`src/rtl/branch_ctrl.sv`:
```
// Branch resolution controller for the ID stage: BEQZ/BNEZ/J/JR with load-use stall and registered redirect/flush.
// Optional saturating statistics counters are enabled with the BRANCH_STATS_EN macro.
module branch_ctrl #(
  parameter int WIDTH = 32,
  parameter int CNT_W = 16
) (
  input  logic             clk,
  input  logic             reset,
  input  logic             br_valid,
  input  logic [0:1]       br_type,
  input  logic [0:WIDTH-1] br_target,
  input  logic [0:WIDTH-1] rs_val,
  input  logic             rs_pending,
  input  logic             pipe_hold,
  output logic             stall_if_id,
  output logic             redirect,
  output logic [0:WIDTH-1] redirect_pc,
  output logic             flush_if_id,
  output logic [0:CNT_W-1] br_count,
  output logic [0:CNT_W-1] taken_count,
  output logic [0:CNT_W-1] stall_cycles
);

  typedef enum logic [1:0] {
    IDLE  = 2'd0,
    WAIT  = 2'd1,
    TAKEN = 2'd2
  } state_t;

  localparam logic [1:0] BT_BEQZ = 2'b00;
  localparam logic [1:0] BT_BNEZ = 2'b01;
  localparam logic [1:0] BT_J    = 2'b10;
  localparam logic [1:0] BT_JR   = 2'b11;

  state_t state_q, state_d;

  logic             op_needed;
  logic             rs_zero;
  logic             cond_taken;
  logic [0:WIDTH-1] target;
  logic             resolve;
  logic             resolve_taken;
  logic             redirect_q;
  logic [0:WIDTH-1] redirect_pc_q;

  // The zero test spans every bit, including bit 0 (the MSB).
  assign op_needed = (br_type != BT_J);
  assign rs_zero   = (rs_val == '0);
  assign target    = (br_type == BT_JR) ? rs_val : br_target;

  always_comb begin
    // NOTE: every always_comb output gets a default first so no path infers a latch.
    cond_taken = 1'b1;
    unique case (br_type)
      BT_BEQZ: cond_taken = rs_zero;
      BT_BNEZ: cond_taken = !rs_zero;
      default: cond_taken = 1'b1;
    endcase
  end

  always_comb begin
    state_d       = state_q;
    stall_if_id   = 1'b0;
    resolve       = 1'b0;
    resolve_taken = 1'b0;
    if (!pipe_hold) begin
      unique case (state_q)
        IDLE: begin
          if (br_valid) begin
            if (op_needed && rs_pending) begin
              stall_if_id = 1'b1;
              state_d     = WAIT;
            end else begin
              resolve       = 1'b1;
              resolve_taken = cond_taken;
              state_d       = cond_taken ? TAKEN : IDLE;
            end
          end
        end
        WAIT: begin
          // ID is held here, so the branch fields are read live every cycle.
          if (!br_valid) begin
            state_d = IDLE;
          end else if (rs_pending) begin
            stall_if_id = 1'b1;
          end else begin
            resolve       = 1'b1;
            resolve_taken = cond_taken;
            state_d       = cond_taken ? TAKEN : IDLE;
          end
        end
        TAKEN: begin
          // ID holds a wrong-path instruction; br_valid is ignored.
          state_d = IDLE;
        end
        default: state_d = IDLE;
      endcase
    end
  end

  always_ff @(posedge clk) begin
    // NOTE: sequential state uses non-blocking assignments so all flops update together at the edge.
    if (reset) begin
      state_q       <= IDLE;
      redirect_q    <= 1'b0;
      redirect_pc_q <= '0;
    end else begin
      state_q    <= state_d;
      redirect_q <= (state_d == TAKEN);
      if (resolve_taken) redirect_pc_q <= target;
    end
  end

  assign redirect    = redirect_q;
  assign flush_if_id = redirect_q;
  assign redirect_pc = redirect_pc_q;

`ifdef BRANCH_STATS_EN
  logic [0:CNT_W-1] br_count_q, taken_count_q, stall_cycles_q;

  // resolve/stall are already suppressed under pipe_hold, which freezes the counters.
  always_ff @(posedge clk) begin
    if (reset) begin
      br_count_q     <= '0;
      taken_count_q  <= '0;
      stall_cycles_q <= '0;
    end else begin
      if (resolve && (br_count_q != '1))          br_count_q     <= br_count_q + 1'b1;
      if (resolve_taken && (taken_count_q != '1)) taken_count_q  <= taken_count_q + 1'b1;
      if (stall_if_id && (stall_cycles_q != '1))  stall_cycles_q <= stall_cycles_q + 1'b1;
    end
  end

  assign br_count     = br_count_q;
  assign taken_count  = taken_count_q;
  assign stall_cycles = stall_cycles_q;
`else
  assign br_count     = '0;
  assign taken_count  = '0;
  assign stall_cycles = '0;
`endif

endmodule

```
`config.mk`:
```
export PLATFORM = sky130hd
export DESIGN_NAME = branch_ctrl
export DESIGN_NICKNAME = d
export VERILOG_FILES = /design/src/rtl/branch_ctrl.sv
export SDC_FILE = /design/constraint.sdc
export NUM_CORES = 1
export LEC_CHECK = 0
export ABC_AREA = 1
export BUFFER_PORTS_ARGS = -buffer_cell sky130_fd_sc_hd__buf_2
export CORE_ASPECT_RATIO = 2
export CORE_UTILIZATION = 29
export CTS_BUF_LIST = sky130_fd_sc_hd__clkbuf_4 sky130_fd_sc_hd__clkbuf_8
export DETAILED_ROUTE_END_ITERATION = 10
export PLACE_DENSITY = 0.55
export SLEW_MARGIN = 20
export SYNTH_ARGS = -nofsm -noshare
export SYNTH_HDL_FRONTEND = slang
export SYNTH_SLANG_ARGS = --single-unit
```
`constraint.sdc`:
```
create_clock -name clk -period 3.5 [get_ports clk]
set_clock_uncertainty 0.1 [all_clocks]
set_input_delay 0.175 -clock clk [delete_from_list [all_inputs] [get_ports clk]]
set_output_delay 0.175 -clock clk [all_outputs]
set_load 0.03 [all_outputs]
```
==> out/results.ini, run 1 <==
[clock_network]
cts.htree.levels = 2
ctsResizeCount = 0
clockBufferDepth = 2
cts_buffers = 5
cts_root_buf = clkbuf_8
cts_num_sinks = 35
insertion_delay_ps = 290
cts_tree = yes
clkTransAtPathRegs_ps = 70

[setup_path]
rrSetupSlack_ps = 1660
reg2reg_to = redirect_pc[25]
path_class = in -> reg
required_ps = 3580
start_kind = primary input
startpoint = reset
crit_path_end_kind = register
arrival_ps = 1970
critPathMaxFanout = 32
reg2reg_depth = 6
crit_end = redirect_pc[27]
r2r-start = state_q[0]

[global_route]
grt_usage_pct = 14.0
grt_max_degree = 67
grt_antenna_before_repair = 0
overflow = 0
grt_pass1_vias = 1934
grt_pass1_wl_mm = 8.63

[status]
outcome = completed

[synthesis]
synthArstFlopShare_pct = 0
yosysTopAreaCell = dfxtp_1
yosysSeqAreaShare_pct = 30.3
synth_cells = 342
ys_top_cells_by_area = dfxtp_1, buf_4, mux2_2
yosys.area.top_type_share_pct = 30.3
ys_ff_latch = 35
ys_warn_count = 0
synth_ff_type = dfxtp_1
synth-edff-count = 0
syn-cell-area_mm2 = 0.00231
synth.top_cells.by_count = nor2_1, nand2_1, buf_4, inv_1, dfxtp_1
yosys.cell_count.top_type = nor2_1
ys_types = 14
avgSynthCellArea_um2 = 6.76

[route]
vias = 2150
avgViaCountPerCell = 4.01
drcViolationCount = 0
antenna_left = 0
drt_iter0_drc = 62
first_pass_iters = 4
routed_wl_mm = 5.62
wl_per_cell_um = 10.5

[power]
power.density_cell_area_mw_per_mm2 = 377
comb_power_share_pct = 27.8
internal_power_uw = 702
power_frac_clock_pct = 31.6
ir_worst_vdd_mv = 0.241
netSwitchingFraction_pct = 33.9
p_switching_uw = 360
cellLeakagePower_uw = 0.00165
pwr-share-seq_pct = 40.6

[place]
portBuffers = 105
place.gp.congestion = 0.749
placed_area_mm2 = 0.00270
dp_cells = 527
hpwl_mm = 4.31

[sta]
finalHoldViolCount = 0
slew_violations = 0
finalCriticalPeriod_ps = 1880
rsz0062_at_grt = false
final.setup.tns_ps = 0
worst_pin_slew_ps = 958
fmax_mhz = 531
max-slew-margin-rel_pct = 35.8
post-route-period-util_pct = 53.8
setup-violations-final = 0

[job]
cap_violations = 0

[finish]
n_antenna_cell = 0
n_fill_cell = 870
utilization_pct = 36.8
areaGrowthSynthToFinish_pct = 21.9
stdcell_count = 536
drive_gt1_share_pct = 33.3
nets = 512
ff_latch_area_um2 = 701
multiInputGateArea_mm2 = 0.00122
postLayoutCellArea_mm2 = 0.00282

[die]
die-area_mm2 = 0.00836
start_util_pct = 30.2
fp.dieH_um = 128
ios = 154
rows = 45
die_w_um = 65.1
core_area_mm2 = 0.00766

[hold_path]
min-delay-path-class = in -> reg

## registers in the layout, summed over array words and instances, names as in the netlist
name	cells
redirect_pc	32
state_q	2
flush_if_id	1
## power by group through the flow
| stage | combinational, uW | clock (uW) | sequential, uW |
|---|---|---|---|
| 3_3_place_gp | 294 | 0 | 440 |
| 2_1_floorplan | 212 | 0 | 483 |
| 3_5_place_dp | 297 | 0 | 440 |
| 4_1_cts | 299 | 351 | 432 |
| 6_report | 295 | 335 | 431 |
| 5_1_grt | 326 | 366 | 434 |
## kinds of logic after synthesis
| group | count (synthesis) | share of synthesized area [%] |
|---|---|---|
| buffers and inverters | 98 | 25.0 |
| and+or+nand+nor | 172 | 28.0 |
| DFF | 35 | 30.3 |
| AOI/OAI and AO/OA | 4 | 0.974 |
| muxes | 32 | 15.6 |
| other | 1 | 0.162 |
## worst min path at each step
stage | endpoint | start | depth (start not counted) | slack (ps)
after floorplan | state_q[1] | reset | 1 | 140
after global placement | state_q[1] | reset | 2 | 300
after detailed placement | state_q[1] | reset | 2 | 300
after CTS | state_q[1] | pipe_hold | 3 | 60
after global routing | state_q[0] | pipe_hold | 3 | 80
final | state_q[1] | pipe_hold | 3 | 80
## layout by cell type, fill, tap and decap left out
cell and instances:
buf_2 105, nor2_1 90, nand2_1 80, conb_1 48
inv_1 35, dfxtp_1 35, mux2_2 32, clkbuf_8 7
a21oi_1 2, o31ai_1 1, o21ai_1 1, nand3_1 1
nand2_4 1, clkinv_1 1, clkbuf_4 1, dlygate4sd3_1 1
buf_4 1
## metal layers
metal  part of all wire [%]  global-route usage [%]  up-vias
li1                       -                       -     1118
met1                     34                    12.5      932
met2                     59                    27.9       94
met3                    5.5                    2.76        6
met4                    2.3                    7.29        0
met5                      0                       0        -
## metrics by stage
step | total power [uW] | hold slack, ps | setup WS (ps)
final | 1060 | 75.5 | 1620
after global routing | 1130 | 82.7 | 1420
after CTS | 1080 | 57.2 | 1310
after detailed placement | 738 | 299 | 1070
after global placement | 734 | 296 | 1130
after floorplan | 696 | 144 | 2080
## cell type report
type	instances	share of cell area (%)
clock buffer	8	3.69
timing repair buffer	107	19.3
multi-input combinational	256	43.2
inverter	36	4.80
tap	94	4.17
sequential	35	24.9
## repair_timing
item / in CTS / in global routing
hold buffers: 1 / 0
hold endpoints to repair: 3 / 0
setup buffers: 0 / 0
## worst max-delay path: stages
cell,delay (ps)
dlygate4sd3_1,520
buf_2,140
clkinv_1,750
nand2_1,310
nor2_1,60
Power figures use the tool's default switching activity.
==> run 2, diff against run 1 <==
==> constraint.sdc (replaced) <==
create_clock -name clk -period 1.8 [get_ports clk]
set_clock_uncertainty 0.1 [all_clocks]
set_input_delay 0.09 -clock clk [delete_from_list [all_inputs] [get_ports clk]]
set_output_delay 0.09 -clock clk [all_outputs]
set_load 0.03 [all_outputs]
==> run 2 against run 1 <==
- cell count rose by 0.93%
- critical path depth rose by 3
- hold slack got worse by 19 ps
- cell area rose by 2.1%
- clock power rose by 91%
- wire length rose by 0.84%
- register-to-register slack got worse by 1300 ps
- first-iteration DRC count rose by 6.5%
- global-route usage rose by 0.33 points
- flip-flop and latch count did not move
- critical path type is now reg -> reg
==> out/results.ini, run 2 (synthesis gave the netlist of run 1 again) <==
[power]
netSwitchingFraction_pct = 33.4  ; was 33.9%
power.density_cell_area_mw_per_mm2 = 719  ; was 377 mW/mm^2
internal_power_uw = 1380  ; was 702 uW
cellLeakagePower_uw = 0.00169  ; was 0.00165 uW
p_switching_uw = 691  ; was 360 uW
p_total_uw = 2070  ; was 1060 uW
comb_power_share_pct = 28.4  ; was 27.8%
power_frac_clock_pct = 31.0  ; was 31.6%
ir_worst_vdd_mv = 0.374  ; was 0.241 mV
pwr-share-seq_pct = 40.6  ; about the same

[sta]
slew_violations = 0  ; unchanged
rsz0062_at_grt = false  ; unchanged
fin_ws_ps = 328  ; was 1620 ps
final.setup.tns_ps = 0  ; unchanged
whs_ps = 56.3  ; was 75.5 ps
fmax_mhz = 679
finalCriticalPeriod_ps = 1470
post-route-period-util_pct = 81.8
setup-violations-final = 0  ; unchanged
finalHoldViolCount = 0  ; unchanged

[global_route]
grt_usage_pct = 14.3  ; was 14.0%
grt_max_degree = 55  ; was 67
grt_antenna_before_repair = 0  ; unchanged
overflow = 0  ; unchanged
grt_pass1_wl_mm = 8.98  ; was 8.63 mm
grt_pass1_vias = 2048  ; was 1934

[job]
cap_violations = 0  ; unchanged

[die]
rows = 45  ; unchanged
core_area_mm2 = 0.00766  ; unchanged
die_w_um = 65.1  ; unchanged
start_util_pct = 30.2  ; unchanged
die-area_mm2 = 0.00836  ; unchanged
ios = 154  ; unchanged
fp.dieH_um = 128  ; unchanged

[place]
place_ws_ps = 171  ; was 1070 ps
portBuffers = 105  ; unchanged
hpwl_mm = 4.55  ; was 4.31 mm
place.gp.congestion = 0.742  ; was 0.749

[finish]
drive_gt1_share_pct = 33.8  ; was 33.3%
areaGrowthSynthToFinish_pct = 24.5  ; was 21.9%
utilization_pct = 37.6  ; was 36.8%
n_antenna_cell = 0  ; unchanged
largest_reg_flops = 32  ; unchanged
final_cell_mix = buf_2, nor2_1, nand2_1  ; unchanged
ff_latch_area_um2 = 701  ; unchanged
nets = 517  ; was 512
n_fill_cell = 868  ; was 870
final_common_cell = buf_2  ; unchanged
multiInputGateArea_mm2 = 0.00121  ; was 0.00122 mm^2

[clock_network]
clkTransAtPathRegs_ps = 70  ; about the same
cts_setup_buffers = 0  ; unchanged
insertion_delay_ps = 270  ; was 290 ps
cts_tree = yes  ; unchanged
cts_root_buf = clkbuf_8  ; unchanged
cts.htree.levels = 2  ; unchanged
clockBufferDepth = 2  ; unchanged
cts_buffers = 5  ; unchanged
cts_num_sinks = 35  ; unchanged

[status]
outcome = completed  ; unchanged

[route]
avgViaCountPerCell = 4.02  ; was 4.01
drt_iter0_drc = 66  ; was 62
wl_per_cell_um = 10.5  ; about the same
vias = 2176  ; was 2150
routed_wl_mm = 5.66  ; was 5.62 mm
antenna_left = 0  ; unchanged
first_pass_iters = 3  ; was 4
drcViolationCount = 0  ; unchanged

[setup_path]
path_class = reg -> reg  ; was in -> reg
startpoint = state_q[0]  ; was reset
reg2reg_depth = 8  ; was 6
required_ps = 1920  ; was 3580 ps
r2r-start = state_q[0]  ; unchanged
critPathSlowestCell = dfxtp_1  ; was clkinv_1
start_kind = register  ; was primary input
cp_cell_sequence = o31ai_1 > inv_1 > nor2_1 > nand2_2 > buf_12 > nand2_1 > nand2_1 > nor2_1  ; was dlygate4sd3_1 > buf_2 > clkinv_1 > nand2_1 > nor2_1
arrival_ps = 1590  ; was 1970 ps
slowest_delay_ps = 310  ; was 750 ps
crit_path_end_kind = register  ; unchanged
critPathMaxFanout = 54  ; was 32

[hold_path]
holdCritStartpoint = br_target[23]  ; was pipe_hold
min-delay-path-class = in -> reg  ; unchanged
hold_depth = 4  ; was 3

[run 2: worst paths after layout]
check / end / slack (ps)
max: redirect_pc[5] / 330
min: redirect_pc[23] / 60
max reg2reg: redirect_pc[5] / 330
min reg2reg: state_q[1] / 380
[run 2: what timing repair did]
item | in CTS | in global routing
hold buffers | 2 | 0
gates resized for setup | 0 | 0
endpoints found under the hold margin | 3 | 0
[run 2: per-layer routing]
layer,track usage (%),share of wire (%),vias up
met1,12.1,33,942
met4,6.65,2.3,0
met3,2.40,5.2,9
met2,30.0,59,96
li1,-,-,1129
met5,0,0,-
[run 2: critical path: cells and delay by family (launching register included)]
family | cells | cell delay [ps]
AO/OA/AOI/OAI | 1 | 290
buffers and inverters | 2 | 260
flip-flops | 1 | 310
AND/OR/NAND/NOR | 5 | 440
[run 2: power groups by stage]
| stage | Sequential (uW) | Combinational, uW | Clock [uW] |
|---|---|---|---|
| floorplan | 940 | 413 | 0 |
| global placement | 857 | 584 | 0 |
| detailed placement | 858 | 591 | 0 |
| CTS | 840 | 596 | 675 |
| global route | 844 | 649 | 698 |
| finish | 839 | 588 | 640 |
[run 2: cell type report]
type                    count  area share, %
well taps                  94           4.09
flip-flops and latches     35           24.3
multi-input cells         256           42.1
clock buffers               8           3.61
inverters                  36           4.70
repair buffers            112           21.1
[run 2: stage by stage]
| stage | instances | instance area [um^2] |
|---|---|---|
| after global placement | 531 | 2750 |
| after floorplan | 389 | 2490 |
| final | 541 | 2880 |
| after global routing | 541 | 2880 |
| after CTS | 541 | 2880 |
| after detailed placement | 531 | 2750 |
